--- src/rtl/uart_rx_ctrl_pkg.sv ---
`default_nettype none
// +------------------------------------------------------------------+
// | Module  : uart_ctrl_pkg                                          |
// | Brief   : Shared types for the UART receive controller: frame    |
// |           encodings, configuration record and block FSM states.  |
// | Revision: 1.0                                                    |
// +------------------------------------------------------------------+
package uart_ctrl_pkg;

   // Width of the prescale and timeout fields held in the config record
   localparam int CFG_CNT_W = 16;

   // Data-bit encoding as seen by uart_rx
   typedef enum logic [1:0] {
      DB_8 = 2'b00,
      DB_7 = 2'b01,
      DB_6 = 2'b10,
      DB_5 = 2'b11
   } data_bits_e;

   // Stop-bit encoding as seen by uart_rx
   typedef enum logic [1:0] {
      SB_1   = 2'b00,
      SB_1P5 = 2'b01,
      SB_2   = 2'b10
   } stop_bits_e;

   typedef struct packed {
      data_bits_e             data_bits;
      stop_bits_e             stop_bits;
      logic                   parity_en;
      logic                   parity_type;
      logic [CFG_CNT_W-1:0]   prescale;
      logic [CFG_CNT_W-1:0]   timeout;
   } uart_cfg_t;

   // Block assembly states
   typedef enum logic [1:0] {
      ST_IDLE = 2'd0,
      ST_FILL = 2'd1,
      ST_OUT  = 2'd2
   } rx_state_t;

endpackage
`default_nettype wire

--- src/rtl/uart_rx_ctrl_if.sv ---
`default_nettype none
// +------------------------------------------------------------------+
// | Module  : taxi_axis_if                                           |
// | Brief   : Minimal AXI-Stream bundle (tdata/tvalid/tready) with   |
// |           source and sink modports.                              |
// | Revision: 1.0                                                    |
// +------------------------------------------------------------------+
interface taxi_axis_if #(
   parameter int DATA_W = 8
) ();
   logic [DATA_W-1:0] tdata;
   logic              tvalid;
   logic              tready;

   modport src (output tdata, output tvalid, input tready);
   modport snk (input tdata, input tvalid, output tready);
endinterface
`default_nettype wire

--- src/rtl/uart_rx_ctrl_baud_gen.sv ---
`default_nettype none
// +------------------------------------------------------------------+
// | Module  : uart_baud_gen                                          |
// | Brief   : Prescale down-counter producing a one-cycle baud tick  |
// |           every prescale+1 cycles; load restarts the period so   |
// |           the next tick lands on the following cycle.            |
// | Revision: 1.0                                                    |
// +------------------------------------------------------------------+
module uart_baud_gen #(
   parameter int CNT_W = 16
) (
   input  logic             clk,
   input  logic             rst,
   input  logic             load,
   input  logic [CNT_W-1:0] prescale,
   output logic             baud_clk
);

   logic [CNT_W-1:0] cnt_q, cnt_d;
   logic             tick_q, tick_d;

   // Next count: a load behaves as if the counter were already at zero
   always_comb begin
      cnt_d  = cnt_q - CNT_W'(1);
      tick_d = 1'b0;
      if (load || (cnt_q == '0)) begin
         cnt_d  = prescale;
         tick_d = 1'b1;
      end
   end

   // Counter and registered tick
   always_ff @(posedge clk) begin
      if (rst) begin
         cnt_q  <= '0;
         tick_q <= 1'b0;
      end else begin
         cnt_q  <= cnt_d;
         tick_q <= tick_d;
      end
   end

   assign baud_clk = tick_q;

endmodule
`default_nettype wire

--- src/rtl/uart_rx_ctrl.sv ---
`default_nettype none
// +------------------------------------------------------------------+
// | Module  : uart_rx_ctrl                                           |
// | Brief   : Baud tick generation, between-frame config apply,      |
// |           byte-to-AES-block packing with error/timeout discard   |
// |           and sticky error status for the UART receive path.     |
// | Revision: 1.0                                                    |
// +------------------------------------------------------------------+
module uart_rx_ctrl
   import uart_ctrl_pkg::*;
#(
   parameter int PRESCALE_W = 16,
   parameter int BLK_BYTES  = 16
) (
   input  logic                  clk,
   input  logic                  rst,
   input  logic [PRESCALE_W-1:0] cfg_prescale,
   input  logic [1:0]            cfg_data_bits,
   input  logic [1:0]            cfg_stop_bits,
   input  logic                  cfg_parity_en,
   input  logic                  cfg_parity_type,
   input  logic [PRESCALE_W-1:0] cfg_timeout,
   input  logic                  cfg_apply,
   output logic                  cfg_pending,
   output logic                  baud_clk,
   output logic [1:0]            rx_data_bits,
   output logic [1:0]            rx_stop_bits,
   output logic                  rx_parity_en,
   output logic                  rx_parity_type,
   input  logic                  rx_busy,
   input  logic                  rx_overrun_err,
   input  logic                  rx_frame_err,
   input  logic                  rx_parity_err,
   taxi_axis_if.snk              s_axis_rx,
   taxi_axis_if.src              m_axis_blk,
   output logic                  blk_drop,
   output logic                  sts_overrun,
   output logic                  sts_frame,
   output logic                  sts_parity,
   output logic                  sts_timeout,
   input  logic                  sts_clear
);

   localparam int BLK_W = 8 * BLK_BYTES;
   localparam int CNT_W = $clog2(BLK_BYTES + 1);
   localparam logic [CNT_W-1:0] BLK_LAST = CNT_W'(BLK_BYTES - 1);
   localparam uart_cfg_t CFG_RESET = '{
      data_bits:   DB_8,
      stop_bits:   SB_1,
      parity_en:   1'b0,
      parity_type: 1'b0,
      prescale:    '0,
      timeout:     '0
   };

   uart_cfg_t              cfg_in;
   uart_cfg_t              shadow_q, shadow_d;
   uart_cfg_t              active_q, active_d;
   logic                   pending_q, pending_d;
   rx_state_t              state_q, state_d;
   logic [CNT_W-1:0]       count_q, count_d;
   logic [BLK_W-1:0]       tdata_q, tdata_d;
   logic                   tvalid_q, tvalid_d;
   logic                   drop_q, drop_d;
   logic [CFG_CNT_W-1:0]   idle_q, idle_d;
   logic                   sts_overrun_q, sts_overrun_d;
   logic                   sts_frame_q, sts_frame_d;
   logic                   sts_parity_q, sts_parity_d;
   logic                   sts_timeout_q, sts_timeout_d;

   logic                   w_baud;
   logic                   w_hs;
   logic                   w_out_hs;
   logic                   w_line_err;
   logic                   w_apply_now;
   logic                   w_expire;

   assign w_hs       = s_axis_rx.tvalid && (state_q != ST_OUT);
   assign w_out_hs   = tvalid_q && m_axis_blk.tready;
   assign w_line_err = rx_frame_err || rx_parity_err;

   // Timeout fires on the tick that brings the idle count to the limit,
   // unless a byte lands in the same cycle
   assign w_expire = (state_q == ST_FILL) && (active_q.timeout != '0) && w_baud
                     && !w_hs && ((idle_q + CFG_CNT_W'(1)) == active_q.timeout);

   // Shadow capture and between-frame copy to the active config
   always_comb begin
      cfg_in             = CFG_RESET;
      cfg_in.data_bits   = data_bits_e'(cfg_data_bits);
      cfg_in.stop_bits   = stop_bits_e'(cfg_stop_bits);
      cfg_in.parity_en   = cfg_parity_en;
      cfg_in.parity_type = cfg_parity_type;
      cfg_in.prescale    = CFG_CNT_W'(cfg_prescale);
      cfg_in.timeout     = CFG_CNT_W'(cfg_timeout);

      w_apply_now = (pending_q || cfg_apply) && !rx_busy
                    && (state_q == ST_IDLE) && (count_q == '0);
      shadow_d    = cfg_apply ? cfg_in : shadow_q;
      active_d    = w_apply_now ? shadow_d : active_q;
      pending_d   = (pending_q || cfg_apply) && !w_apply_now;
   end

   uart_baud_gen #(
      .CNT_W (CFG_CNT_W)
   ) u_baud_gen (
      .clk      (clk),
      .rst      (rst),
      .load     (w_apply_now),
      .prescale (active_d.prescale),
      .baud_clk (w_baud)
   );

   // Block FSM next state
   always_comb begin
      state_d = state_q;
      unique case (state_q)
         ST_IDLE: if (!w_line_err && w_hs) state_d = ST_FILL;
         ST_FILL: begin
            if (w_line_err || w_expire)          state_d = ST_IDLE;
            else if (w_hs && count_q == BLK_LAST) state_d = ST_OUT;
         end
         ST_OUT:  if (w_out_hs) state_d = ST_IDLE;
         default: state_d = ST_IDLE;
      endcase
   end

   // Byte packing, counters, drop pulse and sticky flags
   always_comb begin
      count_d  = count_q;
      tdata_d  = tdata_q;
      tvalid_d = tvalid_q;
      drop_d   = 1'b0;
      idle_d   = idle_q;

      // Shift-in keeps the first byte of a block in the top lane
      if (w_hs) tdata_d = {tdata_q[BLK_W-9:0], s_axis_rx.tdata[7:0]};

      unique case (state_q)
         ST_IDLE: begin
            idle_d = '0;
            if (w_line_err) begin
               count_d = '0;
               drop_d  = w_hs;
            end else if (w_hs) begin
               count_d = CNT_W'(1);
            end
         end
         ST_FILL: begin
            if (w_line_err || w_expire) begin
               count_d = '0;
               drop_d  = 1'b1;
               idle_d  = '0;
            end else if (w_hs) begin
               count_d = count_q + CNT_W'(1);
               idle_d  = '0;
               if (count_q == BLK_LAST) tvalid_d = 1'b1;
            end else if ((active_q.timeout != '0) && w_baud) begin
               idle_d = idle_q + CFG_CNT_W'(1);
            end
         end
         ST_OUT: begin
            idle_d = '0;
            if (w_out_hs) begin
               tvalid_d = 1'b0;
               count_d  = '0;
            end
         end
         default: begin
            count_d = '0;
            idle_d  = '0;
         end
      endcase

      // An event in the same cycle as a clear keeps the flag set
      sts_overrun_d = (sts_overrun_q && !sts_clear) || rx_overrun_err;
      sts_frame_d   = (sts_frame_q   && !sts_clear) || rx_frame_err;
      sts_parity_d  = (sts_parity_q  && !sts_clear) || rx_parity_err;
      sts_timeout_d = (sts_timeout_q && !sts_clear) || w_expire;
   end

   // State and datapath registers
   always_ff @(posedge clk) begin
      if (rst) begin
         shadow_q      <= CFG_RESET;
         active_q      <= CFG_RESET;
         pending_q     <= 1'b0;
         state_q       <= ST_IDLE;
         count_q       <= '0;
         tdata_q       <= '0;
         tvalid_q      <= 1'b0;
         drop_q        <= 1'b0;
         idle_q        <= '0;
         sts_overrun_q <= 1'b0;
         sts_frame_q   <= 1'b0;
         sts_parity_q  <= 1'b0;
         sts_timeout_q <= 1'b0;
      end else begin
         shadow_q      <= shadow_d;
         active_q      <= active_d;
         pending_q     <= pending_d;
         state_q       <= state_d;
         count_q       <= count_d;
         tdata_q       <= tdata_d;
         tvalid_q      <= tvalid_d;
         drop_q        <= drop_d;
         idle_q        <= idle_d;
         sts_overrun_q <= sts_overrun_d;
         sts_frame_q   <= sts_frame_d;
         sts_parity_q  <= sts_parity_d;
         sts_timeout_q <= sts_timeout_d;
      end
   end

   // Stream handshake outputs derived from state and held block
   always_comb begin
      s_axis_rx.tready  = (state_q != ST_OUT);
      m_axis_blk.tvalid = tvalid_q;
      m_axis_blk.tdata  = tdata_q;
   end

   assign cfg_pending    = pending_q;
   assign baud_clk       = w_baud;
   assign rx_data_bits   = active_q.data_bits;
   assign rx_stop_bits   = active_q.stop_bits;
   assign rx_parity_en   = active_q.parity_en;
   assign rx_parity_type = active_q.parity_type;
   assign blk_drop       = drop_q;
   assign sts_overrun    = sts_overrun_q;
   assign sts_frame      = sts_frame_q;
   assign sts_parity     = sts_parity_q;
   assign sts_timeout    = sts_timeout_q;

endmodule
`default_nettype wire

--- src/flat_wrapper.sv ---
// flat-port wrapper written by rule: the top's interface ports become plain ports
module uart_rx_ctrl_flat import uart_ctrl_pkg::*;
#(
   parameter int PRESCALE_W = 16,
   parameter int BLK_BYTES  = 16
)
  (clk, rst, cfg_prescale, cfg_data_bits, cfg_stop_bits, cfg_parity_en, cfg_parity_type, cfg_timeout, cfg_apply, cfg_pending, baud_clk, rx_data_bits, rx_stop_bits, rx_parity_en, rx_parity_type, rx_busy, rx_overrun_err, rx_frame_err, rx_parity_err, blk_drop, sts_overrun, sts_frame, sts_parity, sts_timeout, sts_clear, s_axis_rx_tdata, s_axis_rx_tvalid, s_axis_rx_tready, m_axis_blk_tdata, m_axis_blk_tvalid, m_axis_blk_tready);
  taxi_axis_if #(.DATA_W(8)) s_axis_rx_i ();
  taxi_axis_if #(.DATA_W(128)) m_axis_blk_i ();
  input  logic clk;
  input  logic rst;
  input  logic [PRESCALE_W-1:0] cfg_prescale;
  input  logic [1:0] cfg_data_bits;
  input  logic [1:0] cfg_stop_bits;
  input  logic cfg_parity_en;
  input  logic cfg_parity_type;
  input  logic [PRESCALE_W-1:0] cfg_timeout;
  input  logic cfg_apply;
  output logic cfg_pending;
  output logic baud_clk;
  output logic [1:0] rx_data_bits;
  output logic [1:0] rx_stop_bits;
  output logic rx_parity_en;
  output logic rx_parity_type;
  input  logic rx_busy;
  input  logic rx_overrun_err;
  input  logic rx_frame_err;
  input  logic rx_parity_err;
  output logic blk_drop;
  output logic sts_overrun;
  output logic sts_frame;
  output logic sts_parity;
  output logic sts_timeout;
  input  logic sts_clear;
  input wire logic [$bits(s_axis_rx_i.tdata)-1:0] s_axis_rx_tdata;
  input wire logic [$bits(s_axis_rx_i.tvalid)-1:0] s_axis_rx_tvalid;
  output wire logic [$bits(s_axis_rx_i.tready)-1:0] s_axis_rx_tready;
  output wire logic [$bits(m_axis_blk_i.tdata)-1:0] m_axis_blk_tdata;
  output wire logic [$bits(m_axis_blk_i.tvalid)-1:0] m_axis_blk_tvalid;
  input wire logic [$bits(m_axis_blk_i.tready)-1:0] m_axis_blk_tready;
  assign s_axis_rx_i.tdata = s_axis_rx_tdata;
  assign s_axis_rx_i.tvalid = s_axis_rx_tvalid;
  assign s_axis_rx_tready = s_axis_rx_i.tready;
  assign m_axis_blk_tdata = m_axis_blk_i.tdata;
  assign m_axis_blk_tvalid = m_axis_blk_i.tvalid;
  assign m_axis_blk_i.tready = m_axis_blk_tready;
  uart_rx_ctrl #(.PRESCALE_W(PRESCALE_W), .BLK_BYTES(BLK_BYTES)) u_core (.clk(clk), .rst(rst), .cfg_prescale(cfg_prescale), .cfg_data_bits(cfg_data_bits), .cfg_stop_bits(cfg_stop_bits), .cfg_parity_en(cfg_parity_en), .cfg_parity_type(cfg_parity_type), .cfg_timeout(cfg_timeout), .cfg_apply(cfg_apply), .cfg_pending(cfg_pending), .baud_clk(baud_clk), .rx_data_bits(rx_data_bits), .rx_stop_bits(rx_stop_bits), .rx_parity_en(rx_parity_en), .rx_parity_type(rx_parity_type), .rx_busy(rx_busy), .rx_overrun_err(rx_overrun_err), .rx_frame_err(rx_frame_err), .rx_parity_err(rx_parity_err), .s_axis_rx(s_axis_rx_i), .m_axis_blk(m_axis_blk_i), .blk_drop(blk_drop), .sts_overrun(sts_overrun), .sts_frame(sts_frame), .sts_parity(sts_parity), .sts_timeout(sts_timeout), .sts_clear(sts_clear));
endmodule
--- config.mk ---
export PLATFORM = sky130hd
export DESIGN_NAME = uart_rx_ctrl_flat
export DESIGN_NICKNAME = d
export VERILOG_FILES = /design/src/rtl/uart_rx_ctrl_pkg.sv /design/src/rtl/uart_rx_ctrl_if.sv /design/src/rtl/uart_rx_ctrl_baud_gen.sv /design/src/rtl/uart_rx_ctrl.sv /design/src/flat_wrapper.sv
export SDC_FILE = /design/constraint.sdc
export NUM_CORES = 1
export LEC_CHECK = 0
export CAP_MARGIN = 20
export CORE_ASPECT_RATIO = 1.5
export CORE_MARGIN = 3
export CORE_UTILIZATION = 35
export CTS_CLUSTER_DIAMETER = 80
export DETAILED_ROUTE_END_ITERATION = 6
export PLACE_DENSITY = 0.57
export SLEW_MARGIN = 20
export SYNTH_ARGS = -nofsm -noshare
export SYNTH_HDL_FRONTEND = slang
export SYNTH_SLANG_ARGS = --single-unit
--- constraint.sdc ---
create_clock -name clk -period 3.6 [get_ports clk]
set_input_delay 0.72 -clock clk [delete_from_list [all_inputs] [get_ports clk]]
set_output_delay 0.72 -clock clk [all_outputs]
set_load 0.1 [all_outputs]
==> metrics, run 1 <==
overall power=6.59 mW; routed len/inst=15.7 microns; most frequent cells in the layout=277 x nand2_1, 251 x dfxtp_1, 171 x clkdlybuf4s50_1; multi-input gate area in the final layout=4390 sq um; PortBufs=198; number of fill cells=2700; Max IR drop VDD=382 uV; Die H=211 microns; status=finished, final reports clean; max cap viols=0; Final Hold Viols=0; Startpoint Class=flop; Main synth FF type=dfxtp_1; Worst Skew=0.00966 ns; fraction of registers with async set/reset=0%; fraction of layout cells with a size suffix above 1=8.09%; Layout area overhead=30.6%; DIE WIDTH=143 microns; RSZ-0062 raised after global routing=false; Psw=1.72 mW; CP Class=reg2reg; Setup TNS Final=0 ns; 1st-pass router iterations=5; Final nets=1368; post-CTS sizing=0; DRC Markers=0; crit end category=flop; core region area=27400 sq um; commonest non-fill, non-tap cell in the layout=nand2_1; vias=8109; clock root cell=clkbuf_16; CTS Hold Bufs=0; synthesized area=9820 sq um; post-CTS repair timing setup buffer count=0; GP Congestion=0.890; die area=30200 sq um; EDFF count, synth=0; starting density of the core=35.8%; post-synth cell types=58; drt first-iter violations=399; CTS clk-pin slew, worst paths=0.05 ns; Achievable Freq=343 MHz; # diodes=0; combinational share of power=13.4%; register area share after synthesis=51.2%; Pins Over Slew Limit=0; Worst EP required=4.00 ns; synthesized net count=1209; fin crit period=2.92 ns; final design utilization=46.8%; Routed WL=26100 microns; Slew HR=28.8%; setup violators final=0; pwr/cell area=514 nW/um^2; Arrival @ worst endpoint=3.32 ns; Final HPWL DP=17800 microns; FF+latch area=5020 sq um; Slew @ Worst Pin=1.05 ns; register bit total from synthesis=251; Max Fanout on Critical Path=16; number of global-route vias before repair=7915; Remaining Overflow, GRT=0; post-synth top area share=51.2%; H-tree depth=1; Total GRT Usage=16.8%; clk buf depth=3; top cells by area, synth=dfxtp_1 51%, nand2_1 11%, a21oi_1 8.1%; sequential power share=45.7%; Pleak=4.61 nW; boundary pin count=199; Hold WC Path Type=reg2reg; Sink Count=251; Switching Fraction=26.1%; area leader, netlist=dfxtp_1; Num CTS Buffers=26; Skew-Pair Late Insertion Delay=0.53 ns; Detail Route Antenna Nets=0; largest net degree at the start of global routing=143; Rows=74; first-pass GRT wire length=41500 microns; Vias/cell=4.87; initial antenna violation count=0; internal power=4.87 mW; CTS tree=built; clock network fraction of design power=41.0%; average size of a mapped cell=8.56 sq um; Mapped Cells=1148; Synthesis Warnings=0; final worst-path cycle share=81.1%; r2r setup slk=0.68 ns
power by group through the flow:
stage	clock network [mW]	registers (mW)	logic [mW]
final	2.70	3.01	0.880
after CTS	2.78	3.01	0.891
after global placement	0	3.07	0.882
after global routing	2.89	3.03	0.964
after detailed placement	0	3.07	0.885
after floorplan	0	3.17	0.539
routing by layer:
metal	track usage (%)	up-vias	wire length, microns
li1	-	4155	-
met1	19.9	3708	10500
met2	28.8	208	12900
met3	5.44	38	2040
met4	4.95	0	581
met5	0	-	0
stage by stage:
step / area [sq um] / instances / setup slack [ns] / hold slack, ns
after CTS: 12800 / 1665 / 0.710 / 0.457
final: 12800 / 1665 / 0.681 / 0.453
after global placement: 12000 / 1621 / 0.717 / 0.443
after global routing: 12800 / 1665 / 0.437 / 0.477
after floorplan: 9820 / 1148 / 0.848 / 0.441
after detailed placement: 12000 / 1621 / 0.665 / 0.449
area by class of cell:
cell class | instances | area share [%]
clock inverter | 5 | 0.605
clock buffer | 39 | 6.09
multi-input combinational | 799 | 34.2
sequential | 251 | 39.2
inverter | 15 | 0.439
timing repair buffer | 214 | 16.2
tap | 342 | 3.34
sequential cells by signal, summed over array words and instances (netlist names), 2 cells and up:
register,flops
u_core.active_q,32
u_core.count_q,5
u_core.idle_q,16
u_core.m_axis_blk.tdata,128
u_core.rx_data_bits,2
u_core.rx_stop_bits,2
u_core.shadow_q,38
u_core.state_q,2
u_core.u_baud_gen.cnt_q,16
cell families (layout without fill, tap and decap cells):
logic type                 count (synthesis)  count (layout)  share of synthesized area [%]
AOI/OAI and AO/OA                        226             226                           13.5
xor gates and xnor gates                  43              43                           3.83
adders and majority gates                  5               5                          0.637
buffers and inverters                     98             273                           4.31
muxes                                     42              42                           4.29
DFF                                      251             251                           51.2
and+or+nand+nor                          483             483                           22.2
synthesized netlist by cell type, types with 2 or more instances:
master	n
buf_6	2
buf_4	4
a221oi_1	2
a21oi_1	158
buf_2	7
nand3_1	7
a31oi_1	2
nand4_2	2
mux2i_1	41
buf_1	10
nor2_4	10
nor4_2	3
a211oi_1	14
nand4b_1	2
xor2_1	18
nor4_1	12
nand4_1	9
nand3b_1	5
ha_1	5
and2_1	5
o22ai_1	3
clkbuf_1	59
nor3_1	9
o21ai_0	10
nand2_1	278
or4_1	3
and4_1	2
and3_1	2
dfxtp_1	251
nor3b_1	5
nor2_1	103
or3_1	6
nand2b_1	3
nor2b_1	13
inv_1	15
xnor2_1	25
o41ai_1	2
o22a_1	21
path summary, 6_finish.rpt:
| kind | from | cells after the start | endpoint |
|---|---|---|---|
| worst max-delay path | u_core.idle_q[3] | 8 | u_core.idle_q[5] |
| worst max register to register | u_core.idle_q[3] | 8 | u_core.idle_q[5] |
| worst min register to register | u_core.m_axis_blk.tdata[121] | 2 | u_core.m_axis_blk.tdata[121] |
| worst min-delay path | u_core.m_axis_blk.tdata[121] | 2 | u_core.m_axis_blk.tdata[121] |
worst max-delay path, cell delays in order, from the launching register on:
cell	delay (ns)
dfxtp_1	0.53
nand3_4	0.25
nor3_1	0.45
o32ai_1	0.16
nor4_1	0.52
a41o_1	0.35
or3_1	0.13
buf_4	0.32
nor2_1	0.08
(Power assumes the default switching activity.)
==> run 2: changes to the inputs <==
- PLACE_DENSITY: 0.57 -> 0.59
- clock period: 3.6 -> 2.4 ns (I/O delays scaled with it)
==> metrics, run 2 (same netlist as run 1, synthesis figures left out) <==
clk buf depth=3 (unchanged); Num CTS Buffers=27 (+3.8%); largest net degree at the start of global routing=100 (-30%); core region area=27400 sq um (unchanged); most frequent cells in the layout=277 x nand2_1, 247 x dfxtp_1, 197 x buf_4; first-pass GRT wire length=42400 microns (+2.1%); DIE WIDTH=143 microns (unchanged); Routed WL=26800 microns (+2.6%); worst setup margin=-0.0113 ns (-0.692 ns); Pins Over Slew Limit=0 (unchanged); Vias/cell=4.88 (+0.26%); max cap viols=0 (unchanged); Detail Route Antenna Nets=0 (unchanged); Sink Count=251 (unchanged); status=finished with violations; PortBufs=198 (unchanged); CTS tree=built; Arrival @ worst endpoint=2.88 ns (-0.44 ns); routed len/inst=15.6 microns (-0.47%); Rows=74 (unchanged); # diodes=0 (unchanged); Layout area overhead=34.0%; 1st-pass router iterations=4 (-1); Final nets=1418 (+3.7%); RSZ-0062 raised after global routing=true; Worst EP required=2.87 ns (-1.13 ns); clock root cell=clkbuf_16; fin crit period=2.41 ns (-0.508 ns); GP Congestion=0.872 (-2.1%); fraction of layout cells with a size suffix above 1=22.0% (+14 points); die area=30200 sq um (unchanged); Reg-to-Reg Start=u_core.idle_q[1]; DRC Markers=0 (unchanged); initial antenna violation count=0 (unchanged); setup violators final=8 (+8); H-tree depth=1 (unchanged); Final HPWL DP=18400 microns (+3.5%); commonest non-fill, non-tap cell in the layout=nand2_1; design area=13200 sq um (+2.6%); slowest CP cell=or3_4; CTS Hold Bufs=0 (unchanged); max FFs per register=128 (unchanged); Pleak=5.22 nW (+13%); starting density of the core=35.8% (unchanged); pwr/cell area=767 nW/um^2 (+49%); CP Class=reg2reg; number of fill cells=2721 (+0.78%); CTS clk-pin slew, worst paths=0.06 ns (about the same); Hold WS=0.278 ns (-0.175 ns); multi-input gate area in the final layout=4500 sq um (+2.7%); worst setup path startpoint=u_core.idle_q[1]; boundary pin count=199 (unchanged); final worst-path cycle share=100% (+19 points); Startpoint Class=flop; number of global-route vias before repair=8197 (+3.6%); Skew-Pair Late Insertion Delay=0.53 ns (about the same); drt first-iter violations=358 (-10%); failing checks=setup timing; Worst Skew=0.00966 ns (-0.000000270 ns); hold path start=rst; Remaining Overflow, GRT=0 (unchanged); Max Fanout on Critical Path=8 (-8); Achievable Freq=415 MHz (+21%); vias=8384 (+3.4%); FF+latch area=5030 sq um (+0.20%); Slew HR=55.2% (+26 points); crit end category=flop; largest stage delay on the critical path=0.43 ns (-0.10 ns); worst-path cell chain=ha_4 -> nand4_1 -> buf_4 -> o31a_1 -> o21ai_2 -> a211oi_2 -> a41o_1 -> or3_4 -> clkbuf_16 -> nor2_4; area post-placement=12100 sq um (+1.3%); Die H=211 microns (unchanged); Final Hold Viols=0 (unchanged); Total GRT Usage=17.2% (+0.44 points); Slew @ Worst Pin=0.673 ns (-0.382 ns); Max IR drop VDD=566 uV (+48%); Hold WC Path Type=in2reg
-- run 2: cell types whose count changed in the layout (fill, tap and decap cells not counted), sizes merged --
cell,change
clkinv,+4
clkbuf,-2
inv,+1
clkdlybuf4s50,-118
buf,+166
clkinvlp,+1
-- run 2: area by class of cell --
class | count | share of cell area, %
Sequential cell | 251 | 38.3
Multi-Input combinational cell | 799 | 34.2
Timing Repair Buffer | 263 | 17.1
Clock buffer | 36 | 5.85
Tap cell | 342 | 3.25
Clock inverter | 11 | 0.894
Inverter | 15 | 0.428
-- run 2: timing repair --
| item | 4_1_cts | 5_1_grt |
|---|---|---|
| pin swaps | 1 | 20 |
| endpoints found under the setup margin | 16 | 31 |
| resized for setup | 8 | 15 |
| gates cloned | 0 | 1 |
| setup buffers | 0 | 3 |
-- run 2: path summary, 6_finish.rpt --
path / endpoint / slack [ns] / cells past startpoint
hold / removal: u_core.active_q[28] / 0.28 / 2
setup reg to reg: u_core.idle_q[2] / -0.01 / 10
hold reg to reg: u_core.m_axis_blk.tdata[124] / 0.46 / 2
setup / recovery: u_core.idle_q[2] / -0.01 / 10
-- run 2: where the power goes --
part / switching, mW / internal, mW / total [mW]
Sequential: 0.145 / 4.36 / 4.51
Combinational: 0.856 / 0.575 / 1.43
Clock: 1.69 / 2.46 / 4.15
-- run 2: stage by stage --
stage	utilization [%]	total power [mW]	cells	worst slack (ns)	TNS [ns]
after floorplan	-	5.57	1148	-0.00455	-0.00455
after global placement	44.2	6.00	1666	-0.0953	-0.942
after detailed placement	44.2	6.02	1666	-0.130	-1.59
after CTS	47.6	10.2	1713	0.00982	0
after global routing	48.0	10.6	1717	-0.0954	-1.41
final	48.0	10.1	1717	-0.0113	-0.0387
-- run 2: routing by layer --
| layer | part of all wire, % | vias to the layer above | wire length [microns] | global-route usage (%) |
|---|---|---|---|---|
| li1 | - | 4252 | - | - |
| met1 | 39 | 3896 | 10300 | 19.1 |
| met2 | 51 | 186 | 13600 | 30.5 |
| met3 | 7.2 | 50 | 1920 | 5.46 |
| met4 | 3.5 | 0 | 926 | 6.36 |
| met5 | 0 | - | 0 | 0 |
-- run 2: worst max-delay path, delay by kind of cell, from the launching register on --
family	cells	cell delay [ns]
AO/OA/AOI/OAI	4	0.72
flip-flops	1	0.36
AND/OR/NAND/NOR	3	0.69
buffers and inverters	2	0.42
adder cells (fa/ha/maj)	1	0.15
==> run 3: changes to the inputs <==
- GPL_ROUTABILITY_DRIVEN: unset -> 0
==> results of run 3 <==
The final DEF is identical to that of run 2; final timing and power are the same.
